[config.mk]
export PLATFORM = sky130hd
export DESIGN_NAME = pipe_irq_ctrl
export DESIGN_NICKNAME = d
export VERILOG_FILES = /design/src/rtl/pipe_ctrl_pkg.sv /design/src/rtl/irq_prio_enc.sv /design/src/rtl/pipe_irq_ctrl.sv
export SDC_FILE = /design/constraint.sdc
export NUM_CORES = 1
export LEC_CHECK = 0
export BUFFER_PORTS_ARGS = -buffer_cell sky130_fd_sc_hd__buf_2
export CAP_MARGIN = 20
export CORE_UTILIZATION = 37
export DETAILED_ROUTE_END_ITERATION = 10
export PLACE_DENSITY = 0.75
export SYNTH_ARGS = -nofsm -noshare
export SYNTH_HDL_FRONTEND = slang
export SYNTH_SLANG_ARGS = --single-unit
[constraint.sdc]
create_clock -name clk -period 1.3 [get_ports clk]
set_input_delay 0.26 -clock clk [delete_from_list [all_inputs] [get_ports clk]]
set_output_delay 0.26 -clock clk [all_outputs]
set_load 0.02 [all_outputs]
[src/rtl/pipe_ctrl_pkg.sv]
// Shared encodings for the pipeline sequencing controller.
// Holds the PC source select codes and the controller state enum.
package pipe_ctrl_pkg;

  localparam logic [1:0] PCSEL_SEQ = 2'b00;
  localparam logic [1:0] PCSEL_BR  = 2'b01;
  localparam logic [1:0] PCSEL_VEC = 2'b10;
  localparam logic [1:0] PCSEL_EPC = 2'b11;

  typedef enum logic {
    ST_RUN,
    ST_VECTOR
  } state_t;

endpackage

[src/rtl/irq_prio_enc.sv]
// Fixed-priority encoder: lowest set index wins.
// Ports: req (N lines) -> valid (any set), idx (winning index).
module irq_prio_enc #(
  parameter int N = 4,
  parameter int W = 2
) (
  input  logic [N-1:0] req,
  output logic         valid,
  output logic [W-1:0] idx
);

  always_comb begin
    valid = |req;
    idx   = '0;
    // Scan downward so the lowest set index is written last.
    for (int i = N - 1; i >= 0; i--) begin
      if (req[i]) idx = W'(i);
    end
  end

endmodule

[src/rtl/pipe_irq_ctrl.sv]
// Pipeline stall/flush sequencer with interrupt entry and ERET.
// Ports: hazard inputs, irq lines/mask in; PC and pipe-reg controls, epc/cause/ie out.
module pipe_irq_ctrl
  import pipe_ctrl_pkg::*;
#(
  parameter int                 PC_BITS    = 32,
  parameter int                 IRQ_N      = 4,
  parameter logic [PC_BITS-1:0] VEC_BASE   = 'h0000_0800,
  parameter logic [PC_BITS-1:0] VEC_STRIDE = 'h0000_0020
) (
  input  logic                       clk,
  input  logic                       rst,
  input  logic                       ex_busy,
  input  logic                       branch_taken,
  input  logic                       eret,
  input  logic                       load_use,
  input  logic                       id_valid,
  input  logic [PC_BITS-1:0]         id_pc,
  input  logic [IRQ_N-1:0]           irq_req,
  input  logic [IRQ_N-1:0]           irq_mask,
  output logic                       pc_en,
  output logic [1:0]                 pc_sel,
  output logic [PC_BITS-1:0]         pc_vec,
  output logic                       if_id_en,
  output logic                       id_ex_en,
  output logic                       if_id_clr,
  output logic                       id_ex_clr,
  output logic                       ex_mem_clr,
  output logic [PC_BITS-1:0]         epc,
  output logic [$clog2(IRQ_N)-1:0]   cause,
  output logic                       ie
);

  localparam int CW = $clog2(IRQ_N);

  state_t           state;
  state_t           state_nx;
  logic [IRQ_N-1:0] pend;
  logic [IRQ_N-1:0] acc_mask;
  logic             win_valid;
  logic [CW-1:0]    win_idx;
  logic             accept;
  logic             eret_go;

  irq_prio_enc #(
    .N (IRQ_N),
    .W (CW)
  ) u_enc (
    .req   (pend & irq_mask),
    .valid (win_valid),
    .idx   (win_idx)
  );

  assign pc_vec = VEC_BASE + PC_BITS'(cause) * VEC_STRIDE;

  always_comb begin
    pc_en      = 1'b1;
    pc_sel     = PCSEL_SEQ;
    if_id_en   = 1'b1;
    id_ex_en   = 1'b1;
    if_id_clr  = 1'b0;
    id_ex_clr  = 1'b0;
    ex_mem_clr = 1'b0;
    accept     = 1'b0;
    eret_go    = 1'b0;
    acc_mask   = '0;
    state_nx   = state;
    if (rst) begin
      pc_en      = 1'b0;
      if_id_en   = 1'b0;
      id_ex_en   = 1'b0;
      if_id_clr  = 1'b1;
      id_ex_clr  = 1'b1;
      ex_mem_clr = 1'b1;
      state_nx   = ST_RUN;
    end else if (state == ST_VECTOR) begin
      // EX holds a bubble here, so hazard inputs are ignored.
      pc_sel    = PCSEL_VEC;
      if_id_clr = 1'b1;
      id_ex_clr = 1'b1;
      state_nx  = ST_RUN;
    end else if (ex_busy) begin
      pc_en      = 1'b0;
      if_id_en   = 1'b0;
      id_ex_en   = 1'b0;
      ex_mem_clr = 1'b1;
    end else if (branch_taken) begin
      pc_sel    = PCSEL_BR;
      if_id_clr = 1'b1;
      id_ex_clr = 1'b1;
    end else if (eret) begin
      pc_sel    = PCSEL_EPC;
      if_id_clr = 1'b1;
      id_ex_clr = 1'b1;
      eret_go   = 1'b1;
    end else if (load_use) begin
      pc_en     = 1'b0;
      if_id_en  = 1'b0;
      id_ex_clr = 1'b1;
    end else if (ie && win_valid && id_valid) begin
      // The ID instruction is squashed and becomes the return point.
      pc_en             = 1'b0;
      if_id_clr         = 1'b1;
      id_ex_clr         = 1'b1;
      accept            = 1'b1;
      acc_mask[win_idx] = 1'b1;
      state_nx          = ST_VECTOR;
    end
  end

  always_ff @(posedge clk) begin
    if (rst) begin
      state <= ST_RUN;
      pend  <= '0;
      epc   <= '0;
      cause <= '0;
      ie    <= 1'b1;
    end else begin
      state <= state_nx;
      pend  <= (pend | irq_req) & ~acc_mask;
      if (accept) begin
        epc   <= id_pc;
        cause <= win_idx;
        ie    <= 1'b0;
      end else if (eret_go) begin
        ie <= 1'b1;
      end
    end
  end

endmodule

==> metrics.yaml, run 1 <==
outcome:
  status: "complete, but fails checks"
  violations: "setup timing"
critical_path:
  cp_data_arrival_time_ps: 1460
  worstSetupPathType: "register to primary output"
  cp_slowest_stage_delay_ps: 380
  required_ps: 1040
  critPathTopFamily: "compound AO/OA/AOI/OAI gates"
  critPathLaunchType: "register"
  cp_num_buf_inv: 4
  cp_max_fo: 5
  cp_cell_sequence: "buf_6 > inv_2 > a21o_1 > inv_2 > a22o_4 > buf_6"
  crit_slowest_cell: "dfxtp_4"
  end_kind: "primary output"
placed_design:
  pre_cts_ws_ps: -219
  io_buffers: 91
  hpwl_um: 3300
  gp_congestion: 0.848
pwr:
  p_leak_nw: 1.43
  finalPower_w: 0.00266
  peakVddDrop_mv: 0.795
  powerDensity_mw_per_mm2: 914
logic_synthesis:
  synthTopCellsByCount: "40 x dfxtp_1, 34 x a32o_1, 33 x buf_4"
  ys_seq_area_share_pct: 44.3
  synth_compound_area_share_pct: 28.7
  synth-simple-area-share_pct: 7.34
  synth_top_area_share_pct: 44.3
  yosys.area.top_type: "dfxtp_1"
  synth.top_cells.by_area: "dfxtp_1 44%, a32o_1 19%, buf_4 14%"
  synthCells: 166
  ys_types: 36
  yosysMostFrequentCell: "dfxtp_1"
  synth-seq-cells: 40
  synth_mux_area_share_pct: 0.554
  yosysWarnings: 0
  synthArstFlopShare_pct: 0
  synth_top_family_by_area: "compound AO/OA/AOI/OAI gates"
  synth_edf_count: 0
  synth_fa_ha_area_share_pct: 0
  ys.flop_type: "dfxtp_1"
  syn-cell-area_mm2: 0.00181
  synth_area_per_cell_um2: 10.9
  synth_xor_xnor_area_share_pct: 0
grt:
  first_global_vias: 1712
  antenna_found_initial: 0
  grt_max_degree: 25
  grt.overflow.total: 0
  grt_pass1_wl_um: 8000
  grt_use_total_pct: 20.1
cts:
  cts_tree: "done"
  path_clk_slew_ps: 80
  cts_buffer_depth: 2
  hold_buffers: 0
  clkLatencyLatePin_ps: 290
  cts_max_level: 2
  cts_root_buf: "clkbuf_8"
  clock-sinks: 40
  numCtsBuffers: 5
die:
  die_h_um: 71.9
  ios: 122
  rows: 25
  die_w_um: 71.9
  initial_core_util_pct: 38.3
  dieArea_mm2: 0.00517
  coreArea_mm2: 0.00472
drt:
  viasPerCell: 4.99
  drcViolationCount: 0
  vias: 1826
  drt_iter0_drc: 78
  drtAntennaViolNets: 0
  finalWirelength_um: 5150
  wire_per_inst_um: 14.1
  dr.pass1.iters: 4
sta:
  fmax_ghz: 0.581
  fin_skew_ps: 12.3
  hold_viol: 0
  rsz0062_at_grt: "true"
  drv_slew: 0
  setup_violations: 46
  fin_crit_sh_pct: 132
  final.setup.worst_slack_ps: -421
  min_period_ps: 1720
finish:
  diodes: 0
  drive_gt1_share_pct: 57.5
  nNetsFinal: 345
  fillers: 380
  areaGrowthSynthToFinish_pct: 61.1
  utilization_pct: 61.6
job:
  max-cap-violations: 0
worst_hold_path:
  hp-class: "input pin to register"
[logic make-up (layout without fill, tap and decap cells)]
logic type | count (synthesis) | count (layout)
compound gates | 53 | 53
other cells | 2 | 30
buf+inv | 47 | 152
simple gates | 23 | 23
mux | 1 | 1
flops | 40 | 40
[layer usage]
layer  share of wire (%)  wire (um)  vias up  GRT usage, %
li1                    -          -      846             -
met1                  40       2060      884          22.5
met2                  53       2710       89          36.1
met3                 6.4        330        7          5.77
met4                0.99         51        0          7.41
met5                   0          0        -             0
[worst paths after layout]
kind,cells past startpoint,start,slack [ps],to
setup / recovery,6,state,-420,pc_en
hold / removal,2,id_pc[30],180,epc[30]
setup reg to reg,8,pend[3],-340,pend[3]
hold reg to reg,2,epc[24],460,epc[24]
[per-stage QoR]
step	cells	hold WS, ps	TNS, ps	cell area (um^2)
after floorplan	194	386	-1730	1950
after global placement	341	442	-6190	2460
after detailed placement	341	454	-7380	2460
after CTS	360	171	-11950	2800
after global routing	366	168	-13850	2910
final	366	178	-11830	2910
[flip-flops by register name (all words and copies together) (netlist names)]
signal	cells
cause	2
ie	1
pend	4
state	1
epc	32
[timing repair]
| item | 4_1_cts | 5_1_grt |
|---|---|---|
| pin swaps | 7 | 19 |
| setup endpoints to repair | 45 | 47 |
| buffers inserted | 8 | 6 |
| gates cloned | 3 | 0 |
| gates resized for setup | 25 | 12 |
[layout make-up]
cell class | count | area [um^2] | area share, %
timing repair buffer | 140 | 1020 | 34.9
multi-input combinational | 107 | 882 | 30.3
sequential | 40 | 811 | 27.8
clock buffer | 7 | 97.6 | 3.35
tap | 67 | 83.8 | 2.88
inverter | 4 | 15.0 | 0.516
clock inverter | 1 | 5.00 | 0.172
[power breakdown]
| part | switching (W) | internal [W] |
|---|---|---|
| clock network | 0.000411 | 0.000492 |
| logic | 0.000276 | 0.000231 |
| registers | 0.0000116 | 0.00124 |
| total | 0.000698 | 0.00196 |
[placed cells by master, fill, tap and decap left out, types with 3 or more instances in the layout]
master,count
buf_2,84
dfxtp_1,36
buf_4,36
a32o_1,34
conb_1,30
buf_6,11
nor2_1,7
buf_12,6
clkbuf_8,5
nand2_1,4
a22o_4,3
inv_2,3
buf_16,3
Note: power is estimated with default switching activity, not from simulation.
==> run 2: changes to the inputs <==
Settings changed: RECOVER_POWER set to 50.
==> run 2 against run 1 <==
Effect of this change:
- the flow still finishes with violations (setup timing)
- worst setup slack improved by 3.0 ps
- design area fell by 0.82%
- critical path depth did not move
- clock power barely moved
- worst hold slack improved by 0.97 ps
- die area did not move
- register-to-register slack barely moved
- critical endpoint unchanged
- largest cell class unchanged
- highest routed layer unchanged
==> metrics.yaml, run 2 (same netlist as run 1, synthesis figures left out) <==
finish:
  drive_gt1_share_pct: 51.2  # -6.4 points
  fin_area_mm2: 0.00289  # -0.82%
  areaGrowthSynthToFinish_pct: 59.8
  fillers: 390  # +2.6%
  mostFrequentLayoutCells: "65 x buf_2, 36 x dfxtp_1, 36 x buf_4"
  diodes: 0  # unchanged
  largest_register_ffs: 32  # unchanged
  regMostFlops: "epc"
  top_regs: "epc x32, pend x4, cause x2"
  final_common_cell: "buf_2"
  nNetsFinal: 345  # unchanged
die:
  rows: 25  # unchanged
  dieArea_mm2: 0.00517  # unchanged
  coreArea_mm2: 0.00472  # unchanged
  initial_core_util_pct: 38.3  # unchanged
  die_h_um: 71.9  # unchanged
  die_w_um: 71.9  # unchanged
  ios: 122  # unchanged
drt:
  dr_wl_met3_um: 313  # -5.2%
  vias: 1838  # +0.66%
  drcViolationCount: 0  # unchanged
  wl_met2_um: 2740  # +1.0%
  drtAntennaViolNets: 0  # unchanged
  dr.pass1.iters: 5  # +1
  wire_per_inst_um: 14.2  # +0.54%
  wl_met1_um: 2080  # +0.87%
  top_layer: "met4"
  viasPerCell: 5.02  # +0.66%
  drt_iter0_drc: 67  # -14%
  finalWirelength_um: 5180  # +0.54%
sta:
  hold_viol: 0  # unchanged
  fmax_ghz: 0.582  # +0.18%
  drv_slew: 0  # unchanged
  fin_crit_sh_pct: 132  # -0.23 points
  rsz0062_at_grt: "true"
  fin_skew_ps: 12.6  # +0.330 ps
  setup_violations: 46  # unchanged
  final.setup.worst_slack_ps: -418  # +3.01 ps
  min_period_ps: 1720  # -3.01 ps
cts:
  path_clk_slew_ps: 80  # about the same
  clkLatencyLatePin_ps: 290  # about the same
  clock-sinks: 40  # unchanged
  cts_max_level: 2  # unchanged
  cts_tree: "done"
  numCtsBuffers: 5  # unchanged
  cts_root_buf: "clkbuf_8"
  hold_buffers: 0  # unchanged
  cts_buffer_depth: 2  # unchanged
critical_path:
  critPathLaunchType: "register"
  cp_max_fo: 5  # unchanged
  r2r_cells: 8  # unchanged
  r2r_slack_ps: -340  # about the same
  end_kind: "primary output"
  cp_data_arrival_time_ps: 1460  # about the same
  worstSetupPathType: "register to primary output"
  required_ps: 1040  # about the same
worst_hold_path:
  hold-path-cell-count: 2  # unchanged
  hp-class: "input pin to register"
grt:
  grt_pass1_wl_um: 8000  # unchanged
  grt_max_degree: 25  # unchanged
  antenna_found_initial: 0  # unchanged
  grt_use_total_pct: 20.1  # unchanged
  grt.overflow.total: 0  # unchanged
  first_global_vias: 1712  # unchanged
outcome:
  violations: "setup timing"
  status: "complete, but fails checks"
pwr:
  finalPower_w: 0.00266  # -0.13%
  peakVddDrop_mv: 0.791  # -0.49%
  p_leak_nw: 1.34  # -5.9%
  powerDensity_mw_per_mm2: 921  # +0.69%
placed_design:
  io_buffers: 91  # unchanged
  hpwl_um: 3300  # unchanged
  placed_cell_area_mm2: 0.00246  # unchanged
  gp_congestion: 0.848  # unchanged
job:
  max-cap-violations: 0  # unchanged
## run 2: worst paths after layout
| path | startpoint | end |
|---|---|---|
| worst max-delay path | state | pc_en |
| worst min-delay path | id_pc[30] | epc[30] |
| worst max register to register | pend[3] | pend[3] |
| worst min register to register | epc[24] | epc[24] |
## run 2: cell type report
cell class | count | area (um^2) | area share [%]
Clock buffer | 7 | 97.6 | 3.38
Clock inverter | 1 | 5.00 | 0.173
Inverter | 4 | 15.0 | 0.520
Multi-Input combinational cell | 107 | 882 | 30.5
Sequential cell | 40 | 811 | 28.1
Tap cell | 67 | 83.8 | 2.90
Timing Repair Buffer | 140 | 993 | 34.4
## run 2: critical path, cell delays in order, from the launching register on
cell and delay, ps:
dfxtp_4 380, buf_6 120, inv_2 50, a21o_1 190, inv_2 70, a22o_4 240, buf_6 130
## run 2: timing repair
action,CTS,global route
buffers inserted,8,6
setup endpoints to repair,45,47
resized for setup,25,12
gates cloned,3,0
pin swaps,7,19
## run 2: through the flow
| stage | TNS, ps | std cells | hold WS (ps) | setup WS (ps) | util [%] |
|---|---|---|---|---|---|
| 4_1_cts | -11950 | 360 | 171 | -434 | 59.2 |
| 3_3_place_gp | -6190 | 341 | 442 | -193 | 52.1 |
| 6_report | -11810 | 366 | 178 | -418 | 61.1 |
| 3_5_place_dp | -7380 | 341 | 454 | -219 | 52.1 |
| 2_1_floorplan | -1730 | 194 | 386 | -68.9 | - |
| 5_1_grt | -13850 | 366 | 168 | -499 | 61.1 |
## run 2: routing by layer
metal,GRT usage (%),up-vias
met5,0,-
met4,7.41,0
met3,5.77,7
met2,36.1,84
met1,22.5,899
li1,-,848
## run 2: where the power goes
part	switching, W	total [W]	internal [W]
Clock	0.000409	0.000901	0.000492
Combinational	0.000276	0.000505	0.000230
Sequential	0.0000118	0.00125	0.00124
==> run 3: changes to the inputs <==
Settings changed: BUFFER_PORTS_ARGS -buffer_cell sky130_fd_sc_hd__buf_2 to not set, CORE_UTILIZATION 37 to 48, DONT_BUFFER_PORTS set to 1, PLACE_DENSITY 0.75 to 0.76.
==> run 3 against run 2 <==
Effect of this change:
- the flow still finishes with violations (setup timing)
- sequential share of layout area increased by 10 points
- critical path type unchanged
- clock-buffer cell count is the same
- non-clock buffer count shrank 115
- utilization fell by 0.17 points
- die area is 22% lower
- via count shrank 26%
- final cell count fell by 37%
- combinational power is 40% lower
- design area shrank 27%
==> metrics.yaml, run 3 (same netlist as run 1, synthesis figures left out) <==
outcome:
  status: "complete, but fails checks"
  violations: "setup timing"
pwr:
  powerDensity_mw_per_mm2: 1140  # +24%
  p_leak_nw: 0.833  # -38%
  peakVddDrop_mv: 1.18  # +49%
  p_int_w: 0.00178  # -9.1%
  p_sw_w: 0.000622  # -11%
  switching_share_pct: 25.9  # -0.33 points
  finalPower_w: 0.00241  # -9.5%
  p_clk_share_pct: 34.7  # +0.8 points
  combPwrFrac_pct: 12.7  # -6.3 points
  p_seq_share_pct: 52.6  # +5.5 points
critical_path:
  cp_max_fo: 3  # -2
  crit_top_cell: "a22o_4"
  end_kind: "primary output"
  cp_cell_sequence: "a22o_4 > o211ai_1 > buf_4 > a22o_4"
  worstSetupPathType: "register to primary output"
  cp_slowest_stage_delay_ps: 330  # -50 ps
  required_ps: 1040  # about the same
  cp_num_buf_inv: 1  # -3
  critPathLaunchType: "register"
  crit_slowest_cell: "dfxtp_2"
  cp_data_arrival_time_ps: 1370  # -90 ps
  critPathTopFamily: "compound AO/OA/AOI/OAI gates"
cts:
  numCtsBuffers: 5  # unchanged
  cts_buffer_depth: 2  # unchanged
  cts_tree: "done"
  cts_max_level: 2  # unchanged
  path_clk_slew_ps: 70  # about the same
  clkLatencyLatePin_ps: 280  # about the same
  cts_root_buf: "clkbuf_8"
  clock-sinks: 40  # unchanged
finish:
  nNetsFinal: 230  # -33%
  mostFrequentLayoutCells: "36 x dfxtp_1, 34 x a32o_1, 30 x conb_1"
  top_regs: "epc x32, pend x4, cause x2"
  areaGrowthSynthToFinish_pct: 17.0
  largest_register_ffs: 32  # unchanged
  diodes: 0  # unchanged
  final_common_cell: "dfxtp_1"
  drive_gt1_share_pct: 31.0  # -20 points
  regMostFlops: "epc"
  fin_cells: 230  # -37%
sta:
  relSlewSlack_pct: 60.2
  min_period_ps: 1630  # -88.2 ps
  fin_skew_ps: 1.56  # -11.1 ps
  hold_viol: 0  # unchanged
  rsz0062_at_grt: "true"
  worst_slew_pin_slew_ps: 597
  fin_crit_sh_pct: 125  # -6.8 points
  fmax_ghz: 0.613  # +5.4%
  drv_slew: 0  # unchanged
  setup_violations: 42  # -8.7%
  final.setup.worst_slack_ps: -330  # +88.2 ps
drt:
  drtAntennaViolNets: 0  # unchanged
  wire_per_inst_um: 18.8  # +33%
  drt_iter0_drc: 101  # +51%
  finalWirelength_um: 4320  # -17%
  vias: 1367  # -26%
  dr.pass1.iters: 4  # -1
  viasPerCell: 5.94  # +18%
  drcViolationCount: 0  # unchanged
die:
  coreArea_mm2: 0.00347  # -27%
  die_w_um: 63.4  # -12%
  ios: 122  # unchanged
  dieArea_mm2: 0.00401  # -22%
  die_h_um: 63.4  # -12%
  rows: 21  # -16%
  initial_core_util_pct: 52.1  # +14 points
job:
  max-cap-violations: 0  # unchanged
placed_design:
  io_buffers: 0  # -100%
  hpwl_um: 2690  # -19%
  gp_congestion: 0.783  # -7.7%
  dpl.cell_count: 214  # -37%
  pre_cts_ws_ps: -99.1  # +119 ps
grt:
  grt_pass1_wl_um: 5980  # -25%
  grt_use_total_pct: 19.3  # -0.78 points
  first_global_vias: 1354  # -21%
  antenna_found_initial: 0  # unchanged
  grt_max_degree: 38  # +52%
  grt.overflow.total: 0  # unchanged
worst_hold_path:
  hp-class: "input pin to register"
run 3: changes by cell type in the layout (fill, tap and decap cells not counted), sizes merged:
cell    before  now
clkbuf      26    8
buf        121   24
inv          4    5
clkinv       1    0
run 3: layout make-up:
class	instances	area, um^2
Fill cell	277	1350
Tap cell	46	57.6
Clock buffer	7	86.3
Multi-Input combinational cell	107	876
Inverter	4	17.5
Timing Repair Buffer	25	260
Clock inverter	1	6.26
Sequential cell	40	811
run 3: repair_timing:
action,4_1_cts,5_1_grt
hold buffers,0,0
pin swaps,5,6
buffers inserted,4,2
setup endpoints to repair,42,46
cloned,0,2
gates resized for setup,11,10
run 3: worst reg2reg max path: stages (launching register included):
cell and delay (ps):
dfxtp_2 330, a22o_4 260, buf_4 160, o211a_4 290, buf_12 160, a32o_1 250
run 3: routing by layer:
metal  vias up  share of wire, %  GRT usage [%]
met4         0               1.2           9.66
met3         7                10           7.43
met1       644                36           20.1
met5         -                 0              0
li1        613                 -              -
met2       103                52           33.5
run 3: path summary, 6_finish.rpt:
path	startpoint	depth (start not counted)	slack [ps]	endpoint
setup / recovery	pend[3]	4	-330	pc_en
hold / removal	rst	1	30	pend[2]
setup reg to reg	pend[3]	5	-250	cause[0]
hold reg to reg	epc[24]	2	560	epc[24]
run 3: power groups by stage:
stage	combinational [W]	clock (W)	sequential [W]
6_report	0.000305	0.000835	0.00127
5_1_grt	0.000323	0.000905	0.00127
4_1_cts	0.000280	0.000851	0.00127
3_5_place_dp	0.000255	0	0.00130
3_3_place_gp	0.000250	0	0.00129
2_1_floorplan	0.000278	0	0.00130
run 3: per-stage QoR:
step | utilization [%] | cell area (um^2) | hold WS, ps | setup TNS, ps
2_1_floorplan | - | 1950 | 386 | -1730
3_5_place_dp | 53.1 | 1840 | 328 | -1840
5_1_grt | 61.0 | 2110 | 11.3 | -9950
6_report | 61.0 | 2110 | 28.0 | -8570
3_3_place_gp | 53.1 | 1840 | 326 | -872
4_1_cts | 58.1 | 2010 | 21.1 | -7600
